==> src/rtl/sha2_pkg.sv <==
// sha2_pkg: SHA-2 initial hash values, accumulator FSM states and word count.
package sha2_pkg;
  localparam int NWORDS = 8;
  typedef enum logic [1:0] {IDLE, ACCUM, DONE} state_t;
  localparam logic [255:0] IV224 = 256'hc1059ed8_367cd507_3070dd17_f70e5939_ffc00b31_68581511_64f98fa7_befa4fa4;
  localparam logic [255:0] IV256 = 256'h6a09e667_bb67ae85_3c6ef372_a54ff53a_510e527f_9b05688c_1f83d9ab_5be0cd19;
  localparam logic [511:0] IV384 = {64'hcbbb9d5dc1059ed8, 64'h629a292a367cd507, 64'h9159015a3070dd17, 64'h152fecd8f70e5939,
                                    64'h67332667ffc00b31, 64'h8eb44a8768581511, 64'hdb0c2e0d64f98fa7, 64'h47b5481dbefa4fa4};
  localparam logic [511:0] IV512 = {64'h6a09e667f3bcc908, 64'hbb67ae8584caa73b, 64'h3c6ef372fe94f82b, 64'ha54ff53a5f1d36f1,
                                    64'h510e527fade682d1, 64'h9b05688c2b3e6c1f, 64'h1f83d9abfb41bd6b, 64'h5be0cd19137e2179};
endpackage

==> src/rtl/sha2_iv_sel.sv <==
// sha2_iv_sel: selects the constant initial hash value for the word width and truncation mode.
module sha2_iv_sel import sha2_pkg::*; #(
  parameter int WORD_W = 32
) (
  input  logic                     trunc,
  output logic [NWORDS*WORD_W-1:0] iv
);
  generate
    if (WORD_W == 32) begin : g_w32
      assign iv = trunc ? IV224 : IV256;
    end else begin : g_w64
      assign iv = trunc ? IV384 : IV512;
    end
  endgenerate
endmodule

==> src/rtl/sha2_digest_accum.sv <==
// sha2_digest_accum: SHA-2 chaining-value accumulator with digest handshake.
// Defining SHA2_DIGEST_IV_LOAD_EN adds iv_load/iv_in for loading precomputed HMAC states.
module sha2_digest_accum import sha2_pkg::*; #(
  parameter int WORD_W    = 32,
  parameter int BLK_CNT_W = 16
) (
  input  logic                     clk,
  input  logic                     rst,
  input  logic                     start,
  input  logic                     trunc,
  input  logic                     blk_valid,
  input  logic                     blk_last,
  output logic                     blk_ready,
  input  logic [NWORDS*WORD_W-1:0] state_in,
  output logic [NWORDS*WORD_W-1:0] chain_out,
  output logic [NWORDS*WORD_W-1:0] digest,
  output logic                     digest_valid,
  input  logic                     digest_ready,
  output logic [BLK_CNT_W-1:0]     blk_count
`ifdef SHA2_DIGEST_IV_LOAD_EN
  ,
  input  logic                     iv_load,
  input  logic [NWORDS*WORD_W-1:0] iv_in
`endif
);
  localparam int W = NWORDS * WORD_W;
  localparam int KEEP = (WORD_W == 32) ? 7 : 6;
  generate
    if (WORD_W != 32 && WORD_W != 64) begin : g_bad_width
      $error("sha2_digest_accum: WORD_W must be 32 or 64");
    end
  endgenerate
  state_t state;
  logic trunc_q;
  logic [NWORDS-1:0][WORD_W-1:0] h, words, h_sum, h_dig;
  logic [W-1:0] iv, load_h;
  logic load_one;
  // During reset the IV selector is forced to the untruncated table.
  sha2_iv_sel #(.WORD_W(WORD_W)) u_iv_sel (.trunc(rst & trunc), .iv(iv));
`ifdef SHA2_DIGEST_IV_LOAD_EN
  assign load_h   = iv_load ? iv_in : iv;
  assign load_one = iv_load;
`else
  assign load_h   = iv;
  assign load_one = 1'b0;
`endif
  assign words     = state_in;
  assign chain_out = h;
  assign blk_ready = (state == ACCUM) && !start;
  // Word 7 of the packed array is H0; truncation clears the low-order words.
  always_comb begin
    for (int i = 0; i < NWORDS; i++) begin
      h_sum[i] = h[i] + words[i];
      h_dig[i] = (trunc_q && i < NWORDS - KEEP) ? '0 : h_sum[i];
    end
  end
  always_ff @(posedge clk) begin
    if (!rst) begin
      state        <= IDLE;
      h            <= iv;
      digest       <= '0;
      digest_valid <= 1'b0;
      blk_count    <= '0;
      trunc_q      <= 1'b0;
    end else if (start) begin
      state        <= ACCUM;
      h            <= load_h;
      trunc_q      <= trunc;
      blk_count    <= BLK_CNT_W'(load_one);
      digest_valid <= 1'b0;
    end else if (blk_valid && blk_ready) begin
      h         <= h_sum;
      blk_count <= blk_count + 1'b1;
      if (blk_last) begin
        state        <= DONE;
        digest       <= h_dig;
        digest_valid <= 1'b1;
      end
    end else if (state == DONE && digest_ready) begin
      state        <= IDLE;
      digest_valid <= 1'b0;
    end
  end
endmodule

==> config.mk <==
export PLATFORM = sky130hd
export DESIGN_NAME = sha2_digest_accum
export DESIGN_NICKNAME = d
export VERILOG_FILES = /design/src/rtl/sha2_pkg.sv /design/src/rtl/sha2_iv_sel.sv /design/src/rtl/sha2_digest_accum.sv
export SDC_FILE = /design/constraint.sdc
export NUM_CORES = 1
export LEC_CHECK = 0
export CAP_MARGIN = 0
export CELL_PAD_IN_SITES_DETAIL_PLACEMENT = 1
export CELL_PAD_IN_SITES_GLOBAL_PLACEMENT = 1
export CORE_AREA = 2 2 308 310
export DETAILED_ROUTE_END_ITERATION = 12
export DIE_AREA = 0 0 310 312
export PLACE_DENSITY = 0.74
export SETUP_SLACK_MARGIN = 0.5
export SLEW_MARGIN = 5
export SYNTH_ARGS = -nofsm -noshare
export SYNTH_HDL_FRONTEND = slang
export SYNTH_SLANG_ARGS = --single-unit
==> constraint.sdc <==
create_clock -name clk -period 12.66 [get_ports clk]
set_input_delay 2.532 -clock clk [delete_from_list [all_inputs] [get_ports clk]]
set_output_delay 2.532 -clock clk [all_outputs]
set_load 0.02 [all_outputs]
# == After elaboration in Yosys (flattened, before gate mapping) ==
# Cells that the tools add are included.
# word_totals
register_bits,532
inputBits,263
output_inout_bits,530
# op_classes
addsub,9
n_mux,12
reduce_logical,10
n_eq_ne,5
bitwise,3
# op_table
cell,count
$mux W256,4
$add A32 B32 Y32,8
$mux W32,1
$add A16 B1 Y16 const B,1
$mux W2,3
$mux W1,4
$reduce_and A2 Y1,2
$logic_and A1 B1 Y1,3
$ne A3 B1 Y1 const B,1
$ne A3 B3 Y1 const B,1
$reduce_and A3 Y1,1
$reduce_bool A3 Y1,1
$eq A2 B1 Y1 const B,1
$eq A2 B2 Y1 const B,1
$ne A2 B2 Y1 const B,1
$not A1 Y1,2
$reduce_bool A2 Y1,1
$reduce_or A2 Y1,1
$and A1 B1 Y1,1
$logic_not A1 Y1,1

# == Logic depth before layout (Yosys ltp) ==
# Gate-level depths: netlist (run 1).
# depth
word_depth,6
mapped_depth,13

# == Hierarchy ==
# A second synthesis (run 1) with hierarchy kept.
# hier_totals
cells_unflattened,4160
hier_area_um2,35134.9
# by_module_without_submodules
mod,area_each_um2,n_inst,seq_area_each_um2,cells_each
sha2_digest_accum,33209.4,1,13192.7,3902
sha2_iv_sel,1925.6,1,0.0,258

# == Least setup slack after synthesis (run 1) ==
# OpenSTA, ideal clock, no wires.
# synth_path
kind,input port to flip-flop
startpoint,input start
endpoint,"register h, in the netlist chain_out[0] (enable)"
path_stages,5
path_buffers,2
required_time_ps,11997
t_arrival_ps,9929
path_slack_ps,2068
cell_sequence,clkbuf_1 -> nor3b_1 -> and2_1 -> clkbuf_1 -> nand2b_1
# synth_between
elab_chain_len,4
# synth_lines
element,line,source
from (decl),sha2_digest_accum.sv:9,"input logic start,"
$logic_not A1 Y1,sha2_digest_accum.sv:49,assign blk_ready = (state == ACCUM) && !start;
$logic_and A1 B1 Y1,sha2_digest_accum.sv:49,
via blk_ready,sha2_digest_accum.sv:13,"output logic blk_ready,"
$logic_and A1 B1 Y1,sha2_digest_accum.sv:71,end else if (blk_valid && blk_ready) begin
$ne A3 B1 Y1 (no line),n/a,
to (signal assigned),sha2_digest_accum.sv:60,h <= iv;
to (signal assigned),sha2_digest_accum.sv:67,h <= load_h;
to (signal assigned),sha2_digest_accum.sv:72,h <= h_sum;
to (decl),sha2_digest_accum.sv:35,"logic [NWORDS-1:0][WORD_W-1:0] h, words, h_sum, h_dig;"
# The timed path passes the listed nets, and every way through them passes these cells.
# A chain may end at the register's enable or synchronous reset.

# == Worst setup path after layout (run 1) ==
# layout_path
startpoint,input start
endpoint,output blk_ready
# layout_between
elab_chain_len,2
# layout_lines
element,line
$logic_not A1 Y1,sha2_digest_accum.sv:49
$logic_and A1 B1 Y1,sha2_digest_accum.sv:49
to (decl),sha2_digest_accum.sv:13
# Every way passes these cells.

==> results of run 1 <==
-- sequential cells by signal, indices dropped and copies added (netlist names) --
| register | flops |
|---|---|
| chain_out | 256 |
| digest | 256 |
| trunc_q | 1 |
| state | 1 |
| blk_count | 16 |
| digest_valid | 1 |
-- placed cells by master, fill, tap and decap left out, drive strengths merged, types with 33 or more instances in the layout --
master,instances
a211oi,35
a21oi,334
o21a,51
xor2,122
o21ai,271
nand3,62
edfxtp,256
clkdlybuf4s50,790
inv,75
o21bai,34
a21o,137
a31oi,33
nor2,437
clkbuf,94
nand2,288
dfxtp,275
xnor2,129
ha,249
-- cell families (layout without fill, tap and decap cells) --
logic type	after synthesis	after routing
simple gates	1010	1010
mux	4	4
buf+inv	223	1008
other cells	0	18
xor+xnor	251	251
fa+ha+maj	257	257
compound gates	1047	1047
flops	531	531
-- worst max-delay path, stage by stage --
cell	delay (ps)
buf_4	290
nor3b_1	460
clkdlybuf4s50_1	770
-- power groups by stage --
stage                     clock network (mW)  registers [mW]  logic, mW
after floorplan                            0            2.23       1.05
after global placement                     0            2.09       1.90
after global routing                    2.20            2.07       2.11
final                                   2.10            2.06       1.94
after CTS                               2.14            2.06       1.94
after detailed placement                   0            2.10       1.92
-- layout make-up --
cell class              count  area share
inverters                  70     0.00642
multi-input cells        2569       0.393
well taps                1254      0.0373
clock buffers              94      0.0471
flip-flops and latches    531       0.313
clock inverters            32     0.00969
diodes                     18     0.00107
repair buffers            812       0.192
-- worst max-delay path by stage --
stage	startpoint	slack [ps]	to
finish	start	5980	blk_ready
CTS	start	5980	blk_ready
floorplan	start	2070	chain_out[0]$_DFFE_PP_
global placement	start	5970	blk_ready
detailed placement	start	5980	digest[154]$_SDFFE_PN0P_
global route	start	5860	blk_ready
-- metal layers --
metal  GRT usage  routed length (um)  share of wire
met1       0.300               51900           0.40
met2       0.439               62000           0.48
met3      0.0733               10000          0.077
met4       0.111                5410          0.042
met5           0                 111        0.00086
==> impl_metrics.py, run 1 <==
metrics = {
    "placement": {
        "dpl_cell_area_sq_mm": 0.0397,
        "port_buffers": 792,
        "dp_hpwl_um": 95400,
        "place.gp.congestion": 0.919,
        "post-place-ws_ps": 5980,
        "dpl.cell_count": 5236,
    },
    "sta": {
        "post-route-min-period_ps": 6680,
        "rsz0062_at_grt": "false",
        "tightest_slew_ps": 1160,
        "final-setup-viol-count": 0,
        "whs_ps": 455,
        "fin_tns_setup_ps": 0,
        "final_hold_viol_count": 0,
        "fmax_mhz": 150,
        "slew_violations": 0,
        "fin_worst_skew_ps": 31.2,
        "fin_ws_ps": 5980,
        "slew_headroom": 0.229,
        "fin_crit_sh": 0.528,
    },
    "worst_setup_path": {
        "critPathLaunchType": "input port",
        "r2r_setup_slack_ps": 8710,
        "reg2reg_depth": 12,
        "r2r_start": "chain_out[96]$_SDFFCE_PP1P_",
        "reg2reg_to": "chain_out[124]$_SDFFCE_PP1P_",
        "crit_arrival_ps": 4150,
        "critPathMaxFanout": 41,
        "cp.required_ps": 10130,
        "end_kind": "output pin",
        "worstSetupPathType": "in -> out",
    },
    "clock_tree": {
        "clock_latency_ps": 630,
        "cts_buffer_depth": 3,
        "cts_tree": "done",
        "cts_setup_buffers": 0,
        "cts_sinks": 531,
        "ctsHoldBuffers": 0,
        "htreeDepth": 3,
        "ctsResizeCount": 0,
        "cts.clk_slew.worst_paths_ps": 60,
        "root_buffer": "clkbuf_16",
        "cts_inserted_buffers": 68,
    },
    "global_routing": {
        "overflow": 0,
        "grt_pass1_wl_um": 190000,
        "grt_max_degree": 123,
        "grt_pass1_vias": 29991,
        "grt.total_usage": 0.257,
        "antenna_found_initial": 27,
    },
    "yosys": {
        "synth_top_family_by_area": "compound AO/OA/AOI/OAI gates",
        "synth_flop_cell": "dfxtp_1",
        "synth_common_cells": "nor2_1, a21oi_1, nand2_1",
        "synth.distinct_cells": 75,
        "ys_warn_count": 0,
        "synth-simple-area-share": 0.146,
        "syn_nets": 3843,
        "synth_xor_area_frac": 0.0720,
        "async_reset_ff_frac": 0,
        "netlist_area_sq_mm": 0.0305,
        "synth-compound-area-share": 0.214,
        "yosysTopAreaCell": "edfxtp_1",
        "muxShareOfSynthArea": 0.00131,
        "synth-edff-count": 256,
        "synth.area.top_cells": "edfxtp_1, dfxtp_1, ha_1",
        "synth_top_area_share": 0.252,
        "syn_avg_cell_area_sq_um": 9.19,
        "synth_seq_cells": 531,
        "syn_inst": 3323,
        "ys_seq_area_frac": 0.432,
        "synthAdderAreaFrac": 0.107,
        "post-synth-top-count-cell": "nor2_1",
    },
    "drt": {
        "wl_per_cell_um": 24.1,
        "via_count": 28771,
        "drc": 0,
        "drt-initial-drc-count": 1728,
        "dr.pass1.iters": 5,
        "wl_um": 129000,
        "via_per_inst": 5.35,
        "detail-route-antenna-nets": 0,
    },
    "final_layout": {
        "drive_above_1_share": 0.0424,
        "fill_cells": 10717,
        "design_area_sq_mm": 0.0421,
        "register_area_sq_mm": 0.0132,
        "layout.nets": 4572,
        "area_growth_syn_to_layout_pct": 38.0,
        "finalCoreUtilization": 0.453,
        "finalNonFillerCells": 5380,
        "multi_input_area_sq_mm": 0.0165,
    },
    "floorplanning": {
        "die-area_sq_mm": 0.0967,
        "die_w_um": 310,
        "num_io_pins": 793,
        "die_h_um": 312,
        "core_sq_mm": 0.0930,
        "initial_core_util": 0.328,
        "fp-row-count": 112,
    },
    "power": {
        "p_comb_frac": 0.318,
        "clkPwrFrac": 0.344,
        "switching_power_mw": 2.07,
        "ir_drop_v": 0.0000929,
        "p_leak_nw": 16.5,
        "power.total_mw": 6.10,
        "p_per_area_mw_per_mm2": 145,
        "power_frac_seq": 0.338,
        "intPower_mw": 4.03,
        "swShare": 0.340,
    },
    "hold_path": {
        "hold_path.class": "reg -> reg",
        "min_to": "digest[58]$_SDFFE_PN0P_",
        "holdPathStages": 2,
        "min_from": "digest[58]$_SDFFE_PN0P_",
    },
    "job": {
        "cap_violations": 0,
    },
    "status": {
        "status": "complete, no violations",
    },
}
Power figures use the tool's default switching activity.
==> run 2: changes to the inputs <==
==> constraint.sdc (replaced) <==
create_clock -name clk -period 6.2 [get_ports clk]
set_input_delay 1.24 -clock clk [delete_from_list [all_inputs] [get_ports clk]]
set_output_delay 1.24 -clock clk [all_outputs]
set_load 0.02 [all_outputs]
==> impl_metrics.py, run 2 (synthesized netlist as in run 1, its figures left out) <==
metrics = {
    "clock_tree": {
        "cts_buffer_depth": 3,
        "cts_setup_buffers": 0,
        "root_buffer": "clkbuf_16",
        "clock_latency_ps": 660,
        "htreeDepth": 2,
        "cts_tree": "done",
        "ctsHoldBuffers": 0,
        "cts_sinks": 531,
        "cts_inserted_buffers": 61,
        "cts.clk_slew.worst_paths_ps": 60,
        "ctsResizeCount": 0,
    },
    "sta": {
        "slew_headroom": 0.335,
        "fin_worst_skew_ps": 14.8,
        "final-setup-viol-count": 0,
        "final_hold_viol_count": 0,
        "fin_crit_sh": 0.714,
        "slew_violations": 0,
        "post-route-min-period_ps": 4430,
        "tightest_slew_ps": 997,
        "fin_tns_setup_ps": 0,
        "rsz0062_at_grt": "false",
        "fmax_mhz": 226,
    },
    "worst_setup_path": {
        "reg2reg_depth": 13,
        "critPathLaunchType": "input port",
        "crit_arrival_ps": 4970,
        "critPathMaxStageDelay_ps": 580,
        "critPathMaxFanout": 6,
        "cp_cell_sequence": "clkdlybuf4s50_1, ha_1, inv_1, fa_1, nor2b_1, o21ai_0, a21boi_0, o31ai_1, a21boi_0, o21ai_0, a21oi_1, a21oi_1, and4_1, a311o_1",
        "worstSetupPathType": "in -> reg",
        "cp.required_ps": 6740,
        "cpMaxStageDelayCell": "clkdlybuf4s50_1",
        "end_kind": "register",
    },
    "hold_path": {
        "hold_path.class": "reg -> reg",
        "holdPathStages": 2,
    },
    "placement": {
        "dpl.cell_count": 5241,
        "port_buffers": 792,
        "dp_hpwl_um": 96800,
        "place.gp.congestion": 0.943,
    },
    "power": {
        "power.total_mw": 11.8,
        "swShare": 0.349,
        "intPower_mw": 7.70,
        "p_leak_nw": 16.3,
        "p_comb_frac": 0.336,
        "clkPwrFrac": 0.309,
        "switching_power_mw": 4.13,
        "ir_drop_v": 0.000209,
        "p_per_area_mw_per_mm2": 283,
        "power_frac_seq": 0.356,
    },
    "drt": {
        "dr.pass1.iters": 5,
        "wl_um": 129000,
        "via_count": 28486,
        "drt-initial-drc-count": 1475,
        "via_per_inst": 5.31,
        "drc": 0,
        "wl_per_cell_um": 24.0,
        "detail-route-antenna-nets": 0,
    },
    "floorplanning": {
        "core_sq_mm": 0.0930,
        "die_h_um": 312,
        "initial_core_util": 0.328,
        "die-area_sq_mm": 0.0967,
        "die_w_um": 310,
        "num_io_pins": 793,
        "fp-row-count": 112,
    },
    "final_layout": {
        "layout_common_cells": "clkdlybuf4s50_1, nor2_1, a21oi_1",
        "area_growth_syn_to_layout_pct": 36.8,
        "final_common_cell": "clkdlybuf4s50_1",
        "drive_above_1_share": 0.0407,
        "finalCoreUtilization": 0.449,
        "fill_cells": 10744,
        "layout.nets": 4570,
        "finalNonFillerCells": 5367,
    },
    "global_routing": {
        "grt.total_usage": 0.258,
        "antenna_found_initial": 18,
        "grt_pass1_vias": 29725,
        "overflow": 0,
        "grt_max_degree": 121,
        "grt_pass1_wl_um": 190000,
    },
    "status": {
        "status": "complete, no violations",
    },
    "job": {
        "cap_violations": 0,
    },
}
## run 2: area by class of cell
cell class	instances	area, sq um	share of cell area
multi-input combinational	2569	16500	0.396
clock buffer	82	1760	0.0421
timing repair buffer	817	8170	0.196
inverter	70	270	0.00647
antenna	13	32.5	0.000779
clock inverter	31	215	0.00515
sequential	531	13200	0.316
tap	1254	1570	0.0376
## run 2: power groups by stage
stage                     clock, mW  sequential, mW  combinational (mW)
after floorplan                   0            4.53                2.15
after global placement            0            4.27                3.88
after detailed placement          0            4.28                3.93
after CTS                      3.73            4.21                3.96
after global routing           3.86            4.23                4.32
final                          3.65            4.21                3.97
## run 2: worst paths after layout
check	from	end	slack, ps
setup reg to reg	chain_out[160]$_DFFE_PP_	digest[186]$_SDFFE_PN0P_	2390
setup / recovery	state_in[160]	digest[186]$_SDFFE_PN0P_	1770
hold reg to reg	digest[224]$_SDFFE_PN0P_	digest[224]$_SDFFE_PN0P_	460
hold / removal	digest[224]$_SDFFE_PN0P_	digest[224]$_SDFFE_PN0P_	460
## run 2: metal layers
metal / global-route usage / routed length [um]
met1: 0.301 / 51500
met2: 0.440 / 62200
met3: 0.0747 / 9630
met4: 0.107 / 5620
met5: 0 / 80
## run 2: critical path: cells and delay by family
family          cells  cell delay, ps
buf+inv             2             690
compound gates      8            1890
simple gates        2             350
fa+ha+maj           2             790
## run 2: metrics by stage
stage                     instance area (sq um)  hold WS, ps  setup slack (ps)
final                                     41800          456              1770
after global routing                      41800          484              1540
after floorplan                           30500          466              1390
after CTS                                 41700          458              1850
after global placement                    39800          435              1290
after detailed placement                  39800          447              1160
==> run 3: changes to the inputs <==
==> constraint.sdc (replaced) <==
create_clock -name clk -period 4.1 [get_ports clk]
set_input_delay 0.82 -clock clk [delete_from_list [all_inputs] [get_ports clk]]
set_output_delay 0.82 -clock clk [all_outputs]
set_load 0.02 [all_outputs]
==> impl_metrics.py, run 3 (synthesized netlist as in run 1, its figures left out) <==
metrics = {
    "status": {
        "status": "complete, no violations",
    },
    "floorplanning": {
        "core_sq_mm": 0.0930,
        "die-area_sq_mm": 0.0967,
        "fp-row-count": 112,
        "die_w_um": 310,
        "num_io_pins": 793,
        "die_h_um": 312,
        "initial_core_util": 0.328,
    },
    "worst_setup_path": {
        "path_buf_inv": 3,
        "critPathMaxStageDelay_ps": 510,
        "cp.required_ps": 4630,
        "worstSetupPathType": "in -> reg",
        "cpMaxStageDelayCell": "clkdlybuf4s50_1",
        "cp_cell_sequence": "clkdlybuf4s50_1, ha_1, buf_4, o21ai_0, o21ai_0, o21ai_1, a31oi_1, a31oi_2, o211ai_1, o211ai_1, o21ai_1, xnor2_1, buf_4, o31ai_1",
        "critPathMaxFanout": 3,
        "critical-path-top-delay-family": "compound AO/OA/AOI/OAI gates",
        "critPathLaunchType": "input port",
        "end_kind": "register",
        "crit_arrival_ps": 4020,
    },
    "power": {
        "p_per_area_mw_per_mm2": 438,
        "switching_power_mw": 6.46,
        "p_leak_nw": 17.2,
        "intPower_mw": 12.6,
        "swShare": 0.340,
        "ir_drop_v": 0.000335,
        "power_frac_seq": 0.334,
        "p_comb_frac": 0.337,
        "power.total_mw": 19.0,
        "clkPwrFrac": 0.328,
    },
    "drt": {
        "drc": 0,
        "wl_per_cell_um": 24.0,
        "wl_um": 133000,
        "dr.pass1.iters": 6,
        "via_per_inst": 5.35,
        "drt-initial-drc-count": 1554,
        "detail-route-antenna-nets": 0,
        "via_count": 29614,
    },
    "final_layout": {
        "fill_cells": 10670,
        "finalCoreUtilization": 0.467,
        "layout.nets": 4719,
        "register_area_sq_mm": 0.0132,
        "final_common_cell": "clkdlybuf4s50_1",
        "multi_input_area_sq_mm": 0.0167,
        "layout_common_cells": "clkdlybuf4s50_1, nor2_1, a21oi_1",
        "drive_above_1_share": 0.0785,
        "area_growth_syn_to_layout_pct": 42.3,
    },
    "placement": {
        "place.gp.congestion": 0.906,
        "dp_hpwl_um": 100000,
        "port_buffers": 792,
    },
    "clock_tree": {
        "ctsHoldBuffers": 0,
        "cts_tree": "done",
        "htreeDepth": 3,
        "cts_sinks": 531,
        "cts_buffer_depth": 3,
        "cts.clk_slew.worst_paths_ps": 50,
        "cts_inserted_buffers": 68,
        "root_buffer": "clkbuf_16",
        "clock_latency_ps": 640,
    },
    "job": {
        "cap_violations": 0,
    },
    "sta": {
        "fin_tns_setup_ps": 0,
        "fin_crit_sh": 0.852,
        "final-setup-viol-count": 0,
        "slew_headroom": 0.414,
        "tightest_slew_ps": 879,
        "fin_worst_skew_ps": 31.6,
        "fmax_mhz": 286,
        "post-route-min-period_ps": 3490,
        "final_hold_viol_count": 0,
        "whs_ps": 452,
        "rsz0062_at_grt": "false",
        "slew_violations": 0,
    },
    "global_routing": {
        "antenna_found_initial": 33,
        "grt_pass1_wl_um": 195000,
        "grt_max_degree": 113,
        "overflow": 0,
        "grt_pass1_vias": 30817,
        "grt.total_usage": 0.265,
    },
    "hold_path": {
        "hold_path.class": "reg -> reg",
    },
}
==> run 3: cell count changes in the layout (fill, tap and decap cells not counted), moves of 4 or more <==
cell / before / now
o21ai_0: 267 / 263
buf_12: 5 / 16
clkbuf_1: 9 / 18
diode_2: 13 / 24
inv_6: 1 / 5
buf_4: 22 / 153
clkinv_2: 17 / 9
o21ai_1: 4 / 8
clkbuf_16: 64 / 72
==> run 3: power by group through the flow <==
| stage | Clock (mW) | Combinational (mW) | Sequential [mW] |
|---|---|---|---|
| 3_5_place_dp | 0 | 6.29 | 6.46 |
| 6_report | 6.25 | 6.41 | 6.36 |
| 5_1_grt | 6.58 | 6.97 | 6.39 |
| 3_3_place_gp | 0 | 6.20 | 6.45 |
| 4_1_cts | 6.35 | 6.35 | 6.35 |
| 2_1_floorplan | 0 | 3.25 | 6.85 |
==> run 3: worst paths after layout <==
check | from | endpoint | slack (ps) | cells past startpoint
min reg2reg | digest[126]$_SDFFE_PN0P_ | digest[126]$_SDFFE_PN0P_ | 450 | 2
min | digest[126]$_SDFFE_PN0P_ | digest[126]$_SDFFE_PN0P_ | 450 | 2
max reg2reg | chain_out[0]$_DFFE_PP_ | chain_out[30]$_DFFE_PP_ | 830 | 14
max | state_in[2] | digest[31]$_SDFFE_PN0P_ | 610 | 14
==> run 3: area by class of cell <==
class,count,share of cell area
Clock buffer,100,0.0462
Tap cell,1254,0.0361
Antenna cell,24,0.00138
Sequential cell,531,0.304
Timing Repair Buffer,959,0.216
Inverter,70,0.00622
Clock inverter,25,0.00651
Multi-Input combinational cell,2569,0.384
==> run 3: through the flow <==
step           setup WS (ps)  cell area [sq um]  cells
2_1_floorplan            271              30600   3323
3_3_place_gp           -92.1              40900   5380
3_5_place_dp            -141              40900   5380
4_1_cts                  501              43200   5505
5_1_grt                  481              43400   5529
6_report                 608              43400   5532
==> run 3: repair_timing <==
item	4_1_cts	5_1_grt
gates resized for setup	0	30
buffers inserted	0	3
endpoints found under the setup margin	0	66
==> run 3: worst min-delay path, delay by kind of cell, from the launching register on <==
family           cells  cell delay (ps)
flip-flops           1              320
AND/OR/NAND/NOR      1               50
AO/OA/AOI/OAI        1               50
==> run 3: layer usage <==
metal  vias to the layer above  GRT usage  wire length (um)
li1                      13782          -                 -
met1                     14600      0.308             52500
met2                       931      0.439             62800
met3                       287     0.0757             10400
met4                        14      0.146              7160
met5                         -          0               103
